--- src/rtl/gan_q15_pkg.sv ---
// Shared constants and FSM encoding for the Q1.15 GAN pixel path.
// Default geometry is a 3x3 frame of 16-bit pixels.
package gan_q15_pkg;

    localparam int PIX_W_DEF = 16;
    localparam int NPIX_DEF  = 9;
    localparam int FCNT_W    = 16;

    typedef enum logic {
        ST_FILL = 1'b0,
        ST_PEND = 1'b1
    } asm_state_e;

endpackage

--- src/rtl/pixel_assembler_q15.sv ---
// Serial Q1.15 pixels -> parallel 3x3 frame; out_valid rises 1 cycle after the last beat; registered in_ready backpressures upstream.
// PIXEL_ASSEMBLER_DBUF_EN adds a fill buffer so the next frame fills while one is held on image_*.
module pixel_assembler_q15
    import gan_q15_pkg::*;
#(
    parameter int PIX_W = PIX_W_DEF,
    parameter int NPIX  = NPIX_DEF
) (
    input  logic                    clk,
    input  logic                    rst_n,
    input  logic                    flush,
    input  logic                    in_valid,
    output logic                    in_ready,
    input  logic signed [PIX_W-1:0] in_pixel,
    input  logic                    in_last,
    output logic signed [PIX_W-1:0] image_0,
    output logic signed [PIX_W-1:0] image_1,
    output logic signed [PIX_W-1:0] image_2,
    output logic signed [PIX_W-1:0] image_3,
    output logic signed [PIX_W-1:0] image_4,
    output logic signed [PIX_W-1:0] image_5,
    output logic signed [PIX_W-1:0] image_6,
    output logic signed [PIX_W-1:0] image_7,
    output logic signed [PIX_W-1:0] image_8,
    output logic                    out_valid,
    input  logic                    out_ready,
    output logic                    frame_err,
    output logic [FCNT_W-1:0]       frame_cnt
);

    localparam int IDX_W = $clog2(NPIX);
    localparam logic [IDX_W-1:0] LAST_IDX = IDX_W'(NPIX - 1);

    typedef logic signed [PIX_W-1:0] pix_t;

    pix_t              img_q [NPIX];
    pix_t              img_d [NPIX];
    logic [IDX_W-1:0]  wr_idx_q, wr_idx_d;
    logic              out_valid_q, out_valid_d;
    logic              frame_err_q, frame_err_d;
    logic              in_ready_q, in_ready_d;
    logic [FCNT_W-1:0] frame_cnt_q, frame_cnt_d;

    logic beat, at_last, frame_done, frame_bad, pop;

`ifdef PIXEL_ASSEMBLER_DBUF_EN
    pix_t       fill_q [NPIX];
    pix_t       fill_d [NPIX];
    asm_state_e state_q, state_d;
    logic       slot_free;
`endif

    always_comb begin
        beat       = in_valid && in_ready_q;
        at_last    = (wr_idx_q == LAST_IDX);
        frame_done = beat && at_last && in_last;
        // A last flag off the final slot, or a missing one on it, both break framing.
        frame_bad  = beat && (at_last != in_last);
        pop        = out_valid_q && out_ready;

        img_d       = img_q;
        wr_idx_d    = wr_idx_q;
        out_valid_d = out_valid_q && !pop;
        frame_err_d = frame_bad;
        frame_cnt_d = frame_cnt_q + FCNT_W'(pop);

        if (beat) begin
            wr_idx_d = (frame_done || frame_bad) ? '0 : wr_idx_q + IDX_W'(1);
        end

`ifdef PIXEL_ASSEMBLER_DBUF_EN
        fill_d    = fill_q;
        state_d   = state_q;
        slot_free = !out_valid_q || out_ready;
        if (beat) begin
            fill_d[wr_idx_q] = in_pixel;
        end
        case (state_q)
            ST_FILL: begin
                if (frame_done) begin
                    if (slot_free) begin
                        img_d       = fill_d;
                        out_valid_d = 1'b1;
                    end else begin
                        state_d = ST_PEND;
                    end
                end
            end
            ST_PEND: begin
                if (slot_free) begin
                    img_d       = fill_q;
                    out_valid_d = 1'b1;
                    state_d     = ST_FILL;
                end
            end
            default: state_d = ST_FILL;
        endcase
`else
        if (beat) begin
            img_d[wr_idx_q] = in_pixel;
        end
        if (frame_done) begin
            out_valid_d = 1'b1;
        end
`endif

        // Flush wins over any same-cycle beat or handshake; images and count are kept.
        if (flush) begin
            img_d       = img_q;
            wr_idx_d    = '0;
            out_valid_d = 1'b0;
            frame_err_d = 1'b0;
            frame_cnt_d = frame_cnt_q;
`ifdef PIXEL_ASSEMBLER_DBUF_EN
            fill_d  = fill_q;
            state_d = ST_FILL;
`endif
        end

`ifdef PIXEL_ASSEMBLER_DBUF_EN
        in_ready_d = (state_d == ST_FILL);
`else
        in_ready_d = !out_valid_d;
`endif
    end

    always_ff @(posedge clk or negedge rst_n) begin
        if (!rst_n) begin
            for (int i = 0; i < NPIX; i++) begin
                img_q[i] <= '0;
            end
            wr_idx_q    <= '0;
            out_valid_q <= 1'b0;
            frame_err_q <= 1'b0;
            in_ready_q  <= 1'b0;
            frame_cnt_q <= '0;
        end else begin
            img_q       <= img_d;
            wr_idx_q    <= wr_idx_d;
            out_valid_q <= out_valid_d;
            frame_err_q <= frame_err_d;
            in_ready_q  <= in_ready_d;
            frame_cnt_q <= frame_cnt_d;
        end
    end

`ifdef PIXEL_ASSEMBLER_DBUF_EN
    always_ff @(posedge clk or negedge rst_n) begin
        if (!rst_n) begin
            for (int i = 0; i < NPIX; i++) begin
                fill_q[i] <= '0;
            end
            state_q <= ST_FILL;
        end else begin
            fill_q  <= fill_d;
            state_q <= state_d;
        end
    end
`endif

    assign in_ready  = in_ready_q;
    assign out_valid = out_valid_q;
    assign frame_err = frame_err_q;
    assign frame_cnt = frame_cnt_q;
    assign image_0   = img_q[0];
    assign image_1   = img_q[1];
    assign image_2   = img_q[2];
    assign image_3   = img_q[3];
    assign image_4   = img_q[4];
    assign image_5   = img_q[5];
    assign image_6   = img_q[6];
    assign image_7   = img_q[7];
    assign image_8   = img_q[8];

endmodule

--- config.mk ---
export PLATFORM = sky130hd
export DESIGN_NAME = pixel_assembler_q15
export DESIGN_NICKNAME = d
export VERILOG_FILES = /design/src/rtl/gan_q15_pkg.sv /design/src/rtl/pixel_assembler_q15.sv
export SDC_FILE = /design/constraint.sdc
export NUM_CORES = 1
export LEC_CHECK = 0
export CAP_MARGIN = 20
export CORE_MARGIN = 5
export CORE_UTILIZATION = 51
export CTS_CLUSTER_SIZE = 16
export DETAILED_ROUTE_END_ITERATION = 12
export GPL_TIMING_DRIVEN = 0
export PLACE_DENSITY_LB_ADDON = 0.05
export SLEW_MARGIN = 20
export SYNTH_ARGS = -nofsm -noshare
export SYNTH_HDL_FRONTEND = slang
export SYNTH_SLANG_ARGS = --single-unit
--- constraint.sdc ---
create_clock -name clk -period 2.9 [get_ports clk]
set_input_delay 0.58 -clock clk [delete_from_list [all_inputs] [get_ports clk]]
set_output_delay 0.58 -clock clk [all_outputs]
set_load 0.02 [all_outputs]
-- Yosys cells after proc, flatten, opt, wreduce, memory -nomap -nowiden
Cells that the tools add are included.
- register bits after elaboration: 167
- $add $sub $neg: 2
- order comparisons: 2
- eq/ne operators: 2
- mux-type cells: 9
- bitwise logic cells: 2
- reductions and logical operators: 12
- operators by type and width (operator ; count):
    144-bit bitwise mux ; 1
    16-bit demux with 4-bit select ; 1
    16-bit by 1-bit adder with 16-bit output ; 1
    16-bit two-way mux ; 1
    4-bit two-way mux ; 3
    1-bit logical AND ; 7
    5-bit greater-or-equal comparator, second input constant ; 1
    5-bit by 1-bit < comparator with 1-bit output, second input constant ; 1
    4-bit inverter with 5-bit output ; 1
    4-bit by 1-bit adder with 4-bit output, second input constant ; 1
    4-bit == test, second input constant ; 1
    1-bit two-way mux ; 3
    1-bit zero test ; 2
    2-bit AND reduction ; 1
    2-bit nonzero test ; 1
    1-bit logical OR ; 1
    1-bit inequality test ; 1
    1-bit inverter ; 1

-- Depth between registers and ports, before layout
Gate-level depths: netlist (run 1).
- depth after elaboration: 7
- gate-level depth with buffers: 7

-- Least setup slack after synthesis (run 1)
No wires, ideal clock.
- path kind: register to register
- start: reg wr_idx_q[0]
- end: reg img_q, in the netlist image_8[10]
- setup time: 125 ps
- arrival time: 1856 ps
- data required time: 2775 ps
- setup slack: 919 ps
- stages on the path, launching flop included: 7
- buffers on the path: 1
- period minus slack after synthesis: 1981 ps
- cell sequence: dfrtp_1 > inv_1 > ha_1 > nand4b_4 > nor3b_2 > buf_6 > mux2_2
- cells in the longest elaborated chain, start to end: 6
- ends and longest elaborated chain (what ; RTL line ; text):
    start: declaration ; pixel_assembler_q15.sv:38 ; logic [IDX_W-1:0] wr_idx_q, wr_idx_d;
    start signal: assignment ; pixel_assembler_q15.sv:139 ; wr_idx_q <= wr_idx_d;
    4-bit inverter with 5-bit output (implied by the code) * ; pixel_assembler_q15.sv:100 ; img_d[wr_idx_q] = in_pixel;
    5-bit greater-or-equal comparator (implied by the code) / 5-bit by 1-bit < comparator with 1-bit output (equally long branches) ; pixel_assembler_q15.sv:100 ;
    1-bit logical AND (implied by the code) ; pixel_assembler_q15.sv:100 ;
    16-bit two-way mux (implied by the code) ; pixel_assembler_q15.sv:100 ;
    16-bit demux with 4-bit select * ; pixel_assembler_q15.sv:100 ;
    144-bit bitwise mux * ; pixel_assembler_q15.sv:100 ;
    end signal: assignment ; pixel_assembler_q15.sv:138 ; img_q <= img_d;
    end: declaration ; pixel_assembler_q15.sv:36 ; pix_t img_q [NPIX];
Mark *: on every way between the ends. The rest lies on a longest branch, timed or not.
A chain may end at the register's enable or synchronous reset.

-- Worst setup path after layout (run 1)
- start: in flush
- end: reg img_q, in the netlist image_0[6]
- cells in the longest elaborated chain, start to end: 2
- ends and longest elaborated chain (what ; RTL line ; text):
    start: declaration ; pixel_assembler_q15.sv:11 ; input logic flush,
    1-bit inverter (no source line) ; - ;
    2-bit AND reduction (no source line) ; - ;
No other way between the ends.

==> flow_summary.yaml, run 1 <==
flow_run:
  drv_cap: 0
critical_path:
  cp_max_fo: 10
  ff2ff_path_depth: 6
  startpoint: "flush"
  slowest_stage: "nor3_2"
  r2r_end: "image_0[6]"
  crit_chain: "clkdlybuf4s50_1 -> nand4b_4 -> nor3_2 -> buf_4 -> mux2_2"
  crit_end: "image_0[6]"
  path_depth: 5
  cp-start-kind: "primary input"
  r2r_slack_ns: 0.50
  critical_path.top_delay_family: "buffers and inverters"
  crit_type: "primary input to flip-flop"
  critical_path_arrival_ns: 2.73
  r2r-start: "wr_idx_q[0]"
  end_kind: "flip-flop"
  max_stage_delay_ns: 0.59
  path_buf_inv: 2
  cp.required_ns: 3.20
detailed_routing:
  avgRoutedWirePerCell_microns: 19.7
  vias: 4136
  drtIter0Drc: 177
  ant_nets: 0
  wirelength_mm: 15.7
  firstDrtPassIters: 4
  drc: 0
  via_per_inst: 5.20
yosys:
  synth-main-ff-cell: "dfrtp_1"
  ys_ff_latch: 167
  syn-num-nets: 438
  synth_edf_count: 0
  synth_cell_types: 36
  ys_warn_count: 0
  synth_area_sq_mm: 0.00658
  synth-async-reset-ratio_pct: 100
  synth_seq_area_share_pct: 63.6
  syn_inst: 410
  syn_avg_cell_area_sq_um: 16.0
floorplanning:
  dieArea_sq_mm: 0.0153
  std_cell_rows: 41
  ios: 185
  die_x_microns: 124
  start_util_pct: 52.1
  core-area_sq_mm: 0.0126
  die_h_microns: 124
timing:
  final-hold-violation-count: 0
  fmax_ghz: 0.411
  worst-slew-pin-transition_ns: 0.749
  period_share_pct: 83.9
  slew_viol_final: 0
  relSlewSlack_pct: 49.8
  finalClockSkew_ns: 0.00429
  final-setup-viol-count: 0
  rsz0062_at_grt: "no"
  final.min_clock_period_ns: 2.43
global_routing:
  track_usage_pct: 22.2
  grt_max_degree: 58
  grt_pass1_vias: 4529
  grt_antenna_before_repair: 0
  grt.overflow.total: 0
  grt_pass1_wl_mm: 25.3
power:
  power.leakage_nw: 4.32
  powerDensity_mw_per_mm2: 591
  peakVddDrop_uv: 444
clock_tree:
  cts_made_buffers: 17
  cts_max_level: 4
  post_cts_buffers: 0
  clk_pin_slew_ns: 0.06
  cts_tree: "done"
  ctsResizeCount: 0
  cts_root_buf: "clkbuf_16"
  clockBufferDepth: 2
  cts_hold_buf: 0
  clk_latency_ns: 0.42
  clock_sinks: 167
cells_and_area:
  nets: 643
  drive_gt1_share_pct: 32.4
  n_antenna_cell: 0
  instances_no_fill: 796
  final_common_cell: "clkdlybuf4s50_1"
  final_util_pct: 73.2
  syn2layout_area_growth_pct: 40.5
  final_cell_mix: "183 x clkdlybuf4s50_1, 167 x dfrtp_1, 146 x mux2_2, 17 x clkbuf_16"
placed_design:
  portBuffers: 184
  place_congestion: 0.757
  hpwl_mm: 11.2
  dp.cells: 768
run_status:
  outcome: "finished, final reports clean"
worst_hold_path:
  worstHoldPathType: "primary input to asynchronous set/reset pin"
==> area by class of cell <==
type / instances / area [sq um]
timing repair buffer: 186 / 1900
tap: 172 / 215
inverter: 5 / 18.8
clock inverter: 3 / 42.5
multi-input combinational: 225 / 2270
buffer: 13 / 110
sequential: 167 / 4180
fill: 852 / 3380
clock buffer: 25 / 505
==> state kept, by name, indices dropped and copies added, names as in the netlist <==
name	flops
image_1	16
image_0	16
image_5	16
frame_cnt	16
image_4	16
frame_err	1
image_6	16
in_ready	1
wr_idx_q	4
image_8	16
image_2	16
image_7	16
image_3	16
out_valid	1
==> per-layer routing <==
layer | global-route usage (%) | routed length (microns) | up-vias
met5 | 0 | 0 | -
met4 | 7.96 | 282 | 0
met3 | 9.52 | 1490 | 19
met2 | 35.2 | 7640 | 148
met1 | 27.2 | 6270 | 2117
li1 | - | - | 1852
==> worst reg2reg max path, stage by stage (launching register included) <==
cell and delay (ns):
dfrtp_1 0.42, inv_1 0.14, ha_1 0.27, nand4b_4 0.15, nor3_2 0.59, buf_4 0.34
mux2_2 0.37
==> per-stage QoR <==
stage / hold slack [ns] / setup slack (ns) / total power, mW / setup TNS [ns] / cell area [sq um]
6_report: 0.0583 / 0.466 / 5.46 / 0 / 9240
5_1_grt: 0.0863 / 0.371 / 5.70 / 0 / 9240
4_1_cts: 0.0707 / 0.464 / 5.53 / 0 / 9240
3_5_place_dp: 0.483 / 0.0438 / 3.42 / 0 / 8690
3_3_place_gp: 0.458 / -5.24 / 3.39 / -872.69 / 8630
2_1_floorplan: 0.284 / 0.919 / 2.94 / 0 / 6580
==> Yosys cell counts, types with 2 or more instances <==
cell | n | area (sq um)
dfrtp_1 | 167 | 4180
mux2_2 | 146 | 1640
nand2_1 | 9 | 33.8
xnor2_1 | 9 | 78.8
nor2_1 | 8 | 30.0
buf_6 | 6 | 67.6
ha_1 | 6 | 75.1
nand3_1 | 6 | 30.0
xor2_1 | 6 | 52.6
buf_2 | 4 | 20.0
inv_1 | 4 | 15.0
buf_4 | 3 | 22.5
nand2_4 | 3 | 33.8
nand3_2 | 3 | 30.0
nand4_1 | 3 | 18.8
nor3_4 | 3 | 48.8
a22oi_1 | 2 | 15.0
and3b_1 | 2 | 17.5
nor3_1 | 2 | 10.0
nor3_2 | 2 | 20.0
==> power breakdown <==
part           switching, mW  internal [mW]
logic                  0.410          0.402
registers             0.0778           2.48
clock network          0.815           1.27
total                   1.30           4.16
==> cells by family after synthesis <==
kind of cell               count (synthesis)  share of synthesized area (%)
buffers and inverters                     18                           1.96
DFF                                      167                           63.6
xor gates and xnor gates                  15                           2.00
muxes                                    147                           25.2
AOI/OAI and AO/OA                          5                          0.476
and+or+nand+nor                           52                           5.71
adders and majority gates                  6                           1.14
==> worst min path at each step <==
stage / end / from / depth (start not counted)
after floorplan: frame_cnt[0] / rst_n / 0
after global placement: frame_cnt[15] / frame_cnt[15] / 1
after detailed placement: frame_cnt[15] / frame_cnt[15] / 1
after CTS: frame_cnt[7] / rst_n / 1
after global routing: frame_cnt[10] / rst_n / 1
final: frame_cnt[10] / rst_n / 1
(Power assumes the default switching activity.)
==> run 2, diff against run 1 <==
--- a/config.mk
+++ b/config.mk
@@ -7,7 +7,7 @@
 export LEC_CHECK = 0
 export CAP_MARGIN = 20
 export CORE_MARGIN = 5
-export CORE_UTILIZATION = 51
+export CORE_UTILIZATION = 48
 export CTS_CLUSTER_SIZE = 16
 export DETAILED_ROUTE_END_ITERATION = 12
 export GPL_TIMING_DRIVEN = 0
==> constraint.sdc (replaced) <==
create_clock -name clk -period 2.45 [get_ports clk]
set_input_delay 0.49 -clock clk [delete_from_list [all_inputs] [get_ports clk]]
set_output_delay 0.49 -clock clk [all_outputs]
set_load 0.02 [all_outputs]
==> run 2 against run 1 <==
  * Routed wire length is 0.49% lower
  * Critical path depth grew 1
  * Sequential share of layout area fell by 0.15 points
  * Worst hold slack worse by 0.053 ns
  * Highest routed layer unchanged
  * Cell count up 0.75%
  * Clock power grew 27%
  * Via count down 1.5%
  * Sequential power up 18%
  * Power up 22%
  * Register-to-register slack worse by 0.31 ns
  * Worst setup slack worse by 0.28 ns
  * Sequential cell count unchanged
==> flow_summary.yaml, run 2 (same netlist as run 1, synthesis figures left out) <==
clock_tree:
  cts_hold_buf: 0
  clockBufferDepth: 2
  clock_sinks: 167
  clk_latency_ns: 0.42
  post_cts_buffers: 0
  cts_root_buf: "clkbuf_16"
  cts_tree: "done"
  cts_made_buffers: 17
  cts_max_level: 4
  clk_pin_slew_ns: 0.06
global_routing:
  grt_pass1_wl_mm: 25.0
  grt_max_degree: 102
  grt_antenna_before_repair: 0
  grt_pass1_vias: 4379
  track_usage_pct: 20.2
  grt.overflow.total: 0
cells_and_area:
  drive_gt1_share_pct: 32.6
  final_common_cell: "clkdlybuf4s50_1"
  syn2layout_area_growth_pct: 41.0
  nets: 642
  n_antenna_cell: 0
  fill_cells: 974
  final_cell_mix: "183 x clkdlybuf4s50_1, 167 x dfrtp_1, 146 x mux2_2, 17 x clkbuf_16"
  fin_area_sq_mm: 0.00927
floorplanning:
  die_x_microns: 127
  start_util_pct: 49.3
  core-area_sq_mm: 0.0133
  ios: 185
  die_h_microns: 127
  std_cell_rows: 42
  dieArea_sq_mm: 0.0161
critical_path:
  crit_chain: "inv_1 -> ha_1 -> nand4b_4 -> nor3_2 -> buf_4 -> mux2_2"
  critical_path_arrival_ns: 2.56
  max_stage_delay_ns: 0.45
  cp_max_fo: 10
  cp.required_ns: 2.75
  slowest_stage: "nor3_2"
  path_buf_inv: 2
  critical_path.top_delay_family: "simple AND/OR/NAND/NOR gates"
  cp-start-kind: "flip-flop"
  startpoint: "wr_idx_q[0]"
  crit_type: "flip-flop to flip-flop"
  r2r-start: "wr_idx_q[0]"
  end_kind: "flip-flop"
power:
  power.leakage_nw: 4.33
  peakVddDrop_uv: 488
  powerDensity_mw_per_mm2: 716
timing:
  rsz0062_at_grt: "no"
  finalClockSkew_ns: 0.00720
  final.min_clock_period_ns: 2.26
  whs_ns: 0.00533
  fmax_ghz: 0.443
  slew_viol_final: 0
  relSlewSlack_pct: 63.0
  worst-slew-pin-transition_ns: 0.552
  final-hold-violation-count: 0
  final-setup-viol-count: 0
  period_share_pct: 92.2
worst_hold_path:
  worstHoldPathType: "primary input to asynchronous set/reset pin"
detailed_routing:
  vias: 4074
  drc: 0
  ant_nets: 0
  avgRoutedWirePerCell_microns: 19.5
  wirelength_mm: 15.6
  firstDrtPassIters: 4
  via_per_inst: 5.08
  drtIter0Drc: 188
placed_design:
  place_congestion: 0.763
  portBuffers: 184
  place_area_sq_mm: 0.00867
  hpwl_mm: 11.1
run_status:
  outcome: "finished, final reports clean"
flow_run:
  drv_cap: 0
run 2: cell count changes in the layout (fill, tap and decap cells not counted):
cell and change:
buf_16 -1, clkinv_2 +3, nor3_2 -1, nor3b_4 +1, bufinv_16 +2, clkbuf_8 -3
nor3_4 +1, nor3b_2 -1, clkinvlp_4 +1
run 2: report_power, final:
part,switching (mW),leakage (nW),internal [mW]
Sequential,0.0936,2.25,2.94
Combinational,0.484,1.79,0.472
Clock,1.01,0.286,1.64
Total,1.59,4.33,5.05
run 2: repair_timing:
item / 4_1_cts / 5_1_grt
setup endpoints to repair: 0 / 9
resized for setup: 0 / 2
endpoints found under the hold margin: 0 / 0
run 2: area by class of cell:
class	instances	area (sq um)	area share [%]
clock buffer	22	464	5.01
timing repair buffer	185	1870	20.2
tap	176	220	2.38
buffer	13	110	1.19
clock inverter	9	125	1.35
inverter	5	18.8	0.202
sequential	167	4180	45.1
multi-input combinational	225	2280	24.6
run 2: final timing paths:
check	to	slack, ns	depth (start not counted)
worst min-delay path	frame_cnt[8]	0.005	1
min in group clk	frame_cnt[15]	0.47	1
worst min register to register	frame_cnt[15]	0.47	1
worst max-delay path	image_0[5]	0.19	6
worst max register to register	image_0[5]	0.19	6
max in group asynchronous	image_0[13]	1.60	2
run 2: per-stage QoR:
step | TNS (ns) | total power [mW] | util (%) | setup WS (ns) | instances
final | 0 | 6.64 | 69.5 | 0.190 | 802
after global routing | 0 | 6.91 | 69.5 | 0.0352 | 802
after CTS | 0 | 6.71 | 69.4 | 0.0438 | 802
after detailed placement | -11.37 | 4.04 | 65.0 | -0.340 | 771
after global placement | -937.69 | 4.01 | 64.7 | -5.57 | 770
after floorplan | 0 | 3.48 | - | 0.469 | 410
run 2: per-layer routing:
layer	global-route usage, %	up-vias	part of all wire (%)
met5	0	-	0
met4	5.99	0	1.4
met3	8.14	17	8.8
met2	32.6	128	49
met1	25.3	2075	41
li1	-	1854	-
==> run 3, diff against run 2 <==
--- a/config.mk
+++ b/config.mk
@@ -6,6 +6,7 @@
 export NUM_CORES = 1
 export LEC_CHECK = 0
 export CAP_MARGIN = 20
+export CORE_ASPECT_RATIO = 0.75
 export CORE_MARGIN = 5
 export CORE_UTILIZATION = 48
 export CTS_CLUSTER_SIZE = 16
==> run 3 against run 2 <==
  * Worst hold slack better by 0.46 ns
  * Critical path depth is the same
  * Sequential cell count did not move
  * Global-route usage about the same
  * Via count is 0.12% higher
  * Register-to-register slack worse by 0.07 ns
  * Routed wire length is 1.1% higher
  * Critical endpoint is now image_8[7]
  * Largest power group unchanged
==> flow_summary.yaml, run 3 (same netlist as run 1, synthesis figures left out) <==
detailed_routing:
  ant_nets: 0
  vias: 4079
  firstDrtPassIters: 4
  drc: 0
  avgRoutedWirePerCell_microns: 19.7
  drtIter0Drc: 143
  via_per_inst: 5.09
  wirelength_mm: 15.8
critical_path:
  end_kind: "flip-flop"
  critical_path_arrival_ns: 2.63
  cp.required_ns: 2.75
  cp-start-kind: "flip-flop"
  cp_max_fo: 10
  startpoint: "wr_idx_q[0]"
  r2r-start: "wr_idx_q[0]"
  crit_type: "flip-flop to flip-flop"
global_routing:
  grt.overflow.total: 0
  grt_antenna_before_repair: 0
  grt_pass1_vias: 4364
  grt_max_degree: 88
  grt_pass1_wl_mm: 25.4
  track_usage_pct: 20.2
timing:
  worst-slew-pin-transition_ns: 0.725
  fmax_ghz: 0.429
  rsz0062_at_grt: "no"
  final-hold-violation-count: 0
  period_share_pct: 95.2
  final-setup-viol-count: 0
  finalClockSkew_ns: 0.00749
  final.min_clock_period_ns: 2.33
  slew_viol_final: 0
  setup_ws_ns: 0.118
  relSlewSlack_pct: 51.5
clock_tree:
  clk_latency_ns: 0.42
  ctsResizeCount: 0
  clock_sinks: 167
  cts_tree: "done"
  cts_max_level: 4
  cts_root_buf: "clkbuf_16"
  clockBufferDepth: 2
  clk_pin_slew_ns: 0.06
  cts_made_buffers: 17
worst_hold_path:
  worstHoldPathType: "flip-flop to flip-flop"
  hold_start: "frame_cnt[15]"
floorplanning:
  dieArea_sq_mm: 0.0162
  start_util_pct: 48.5
  die_x_microns: 145
  std_cell_rows: 37
  core-area_sq_mm: 0.0136
  die_h_microns: 111
  ios: 185
power:
  peakVddDrop_uv: 492
  power.leakage_nw: 4.33
  power_mw: 6.50
  powerDensity_mw_per_mm2: 702
placed_design:
  portBuffers: 184
  dpl_worst_slack_ns: -0.274
  hpwl_mm: 11.2
  place_congestion: 0.787
cells_and_area:
  final_common_cell: "clkdlybuf4s50_1"
  fill_cells: 943
  final_cell_mix: "183 x clkdlybuf4s50_1, 167 x dfrtp_1, 146 x mux2_2, 17 x clkbuf_16"
  final_util_pct: 68.3
  drive_gt1_share_pct: 32.9
  syn2layout_area_growth_pct: 40.9
  nets: 644
  n_antenna_cell: 0
run_status:
  outcome: "finished, final reports clean"
flow_run:
  drv_cap: 0
-- run 3: repair_timing --
item                                    4_1_cts  5_1_grt
hold endpoints to repair                     23        0
buffers inserted                              0        0
hold buffers                                  1        0
endpoints found under the setup margin        0        0
-- run 3: per-layer routing --
layer	share of wire (%)	global-route usage [%]
met2	46	30.1
met5	0	0
met1	44	27.1
met3	9.4	9.76
met4	0.48	4.66
-- run 3: worst max-delay path: stages (launching register included) --
cell,delay [ns]
dfrtp_1,0.41
inv_1,0.13
ha_1,0.26
nand4b_4,0.15
nor3b_2,0.65
buf_6,0.26
mux2_2,0.35
-- run 3: final cells by class --
type,instances,area (sq um),share of cell area [%]
Sequential cell,167,4180,45.1
Multi-Input combinational cell,225,2270,24.5
Timing Repair Buffer,187,1910,20.6
Clock buffer,22,484,5.23
Tap cell,175,219,2.36
Buffer,13,110,1.19
Clock inverter,8,73.8,0.797
Inverter,5,18.8,0.203
-- run 3: power breakdown --
part           leakage [nW]  total, mW  switching [mW]  internal (mW)
sequential             2.25       3.03          0.0920           2.94
clock                 0.274       2.51            1.02           1.49
combinational          1.81      0.965           0.488          0.477
total                  4.33       6.50            1.60           4.90
-- run 3: final timing paths --
kind                                  to  slack (ns)  cells after the start
setup / recovery              image_8[7]        0.12                      6
hold / removal             frame_cnt[15]        0.47                      1
setup reg to reg              image_8[7]        0.12                      6
hold reg to reg            frame_cnt[15]        0.47                      1
max in group asynchronous     image_1[6]        1.02                      4
min in group asynchronous     image_5[2]        0.50                      2
-- run 3: per-stage QoR --
step / hold WS (ns) / setup TNS, ns / std cells / instance area, sq um
6_report: 0.466 / 0 / 802 / 9260
4_1_cts: 0.472 / 0 / 802 / 9260
5_1_grt: 0.477 / 0 / 802 / 9260
3_5_place_dp: 0.337 / -8.87 / 771 / 8700
2_1_floorplan: 0.194 / 0 / 410 / 6580
3_3_place_gp: 0.457 / -944.81 / 769 / 8640
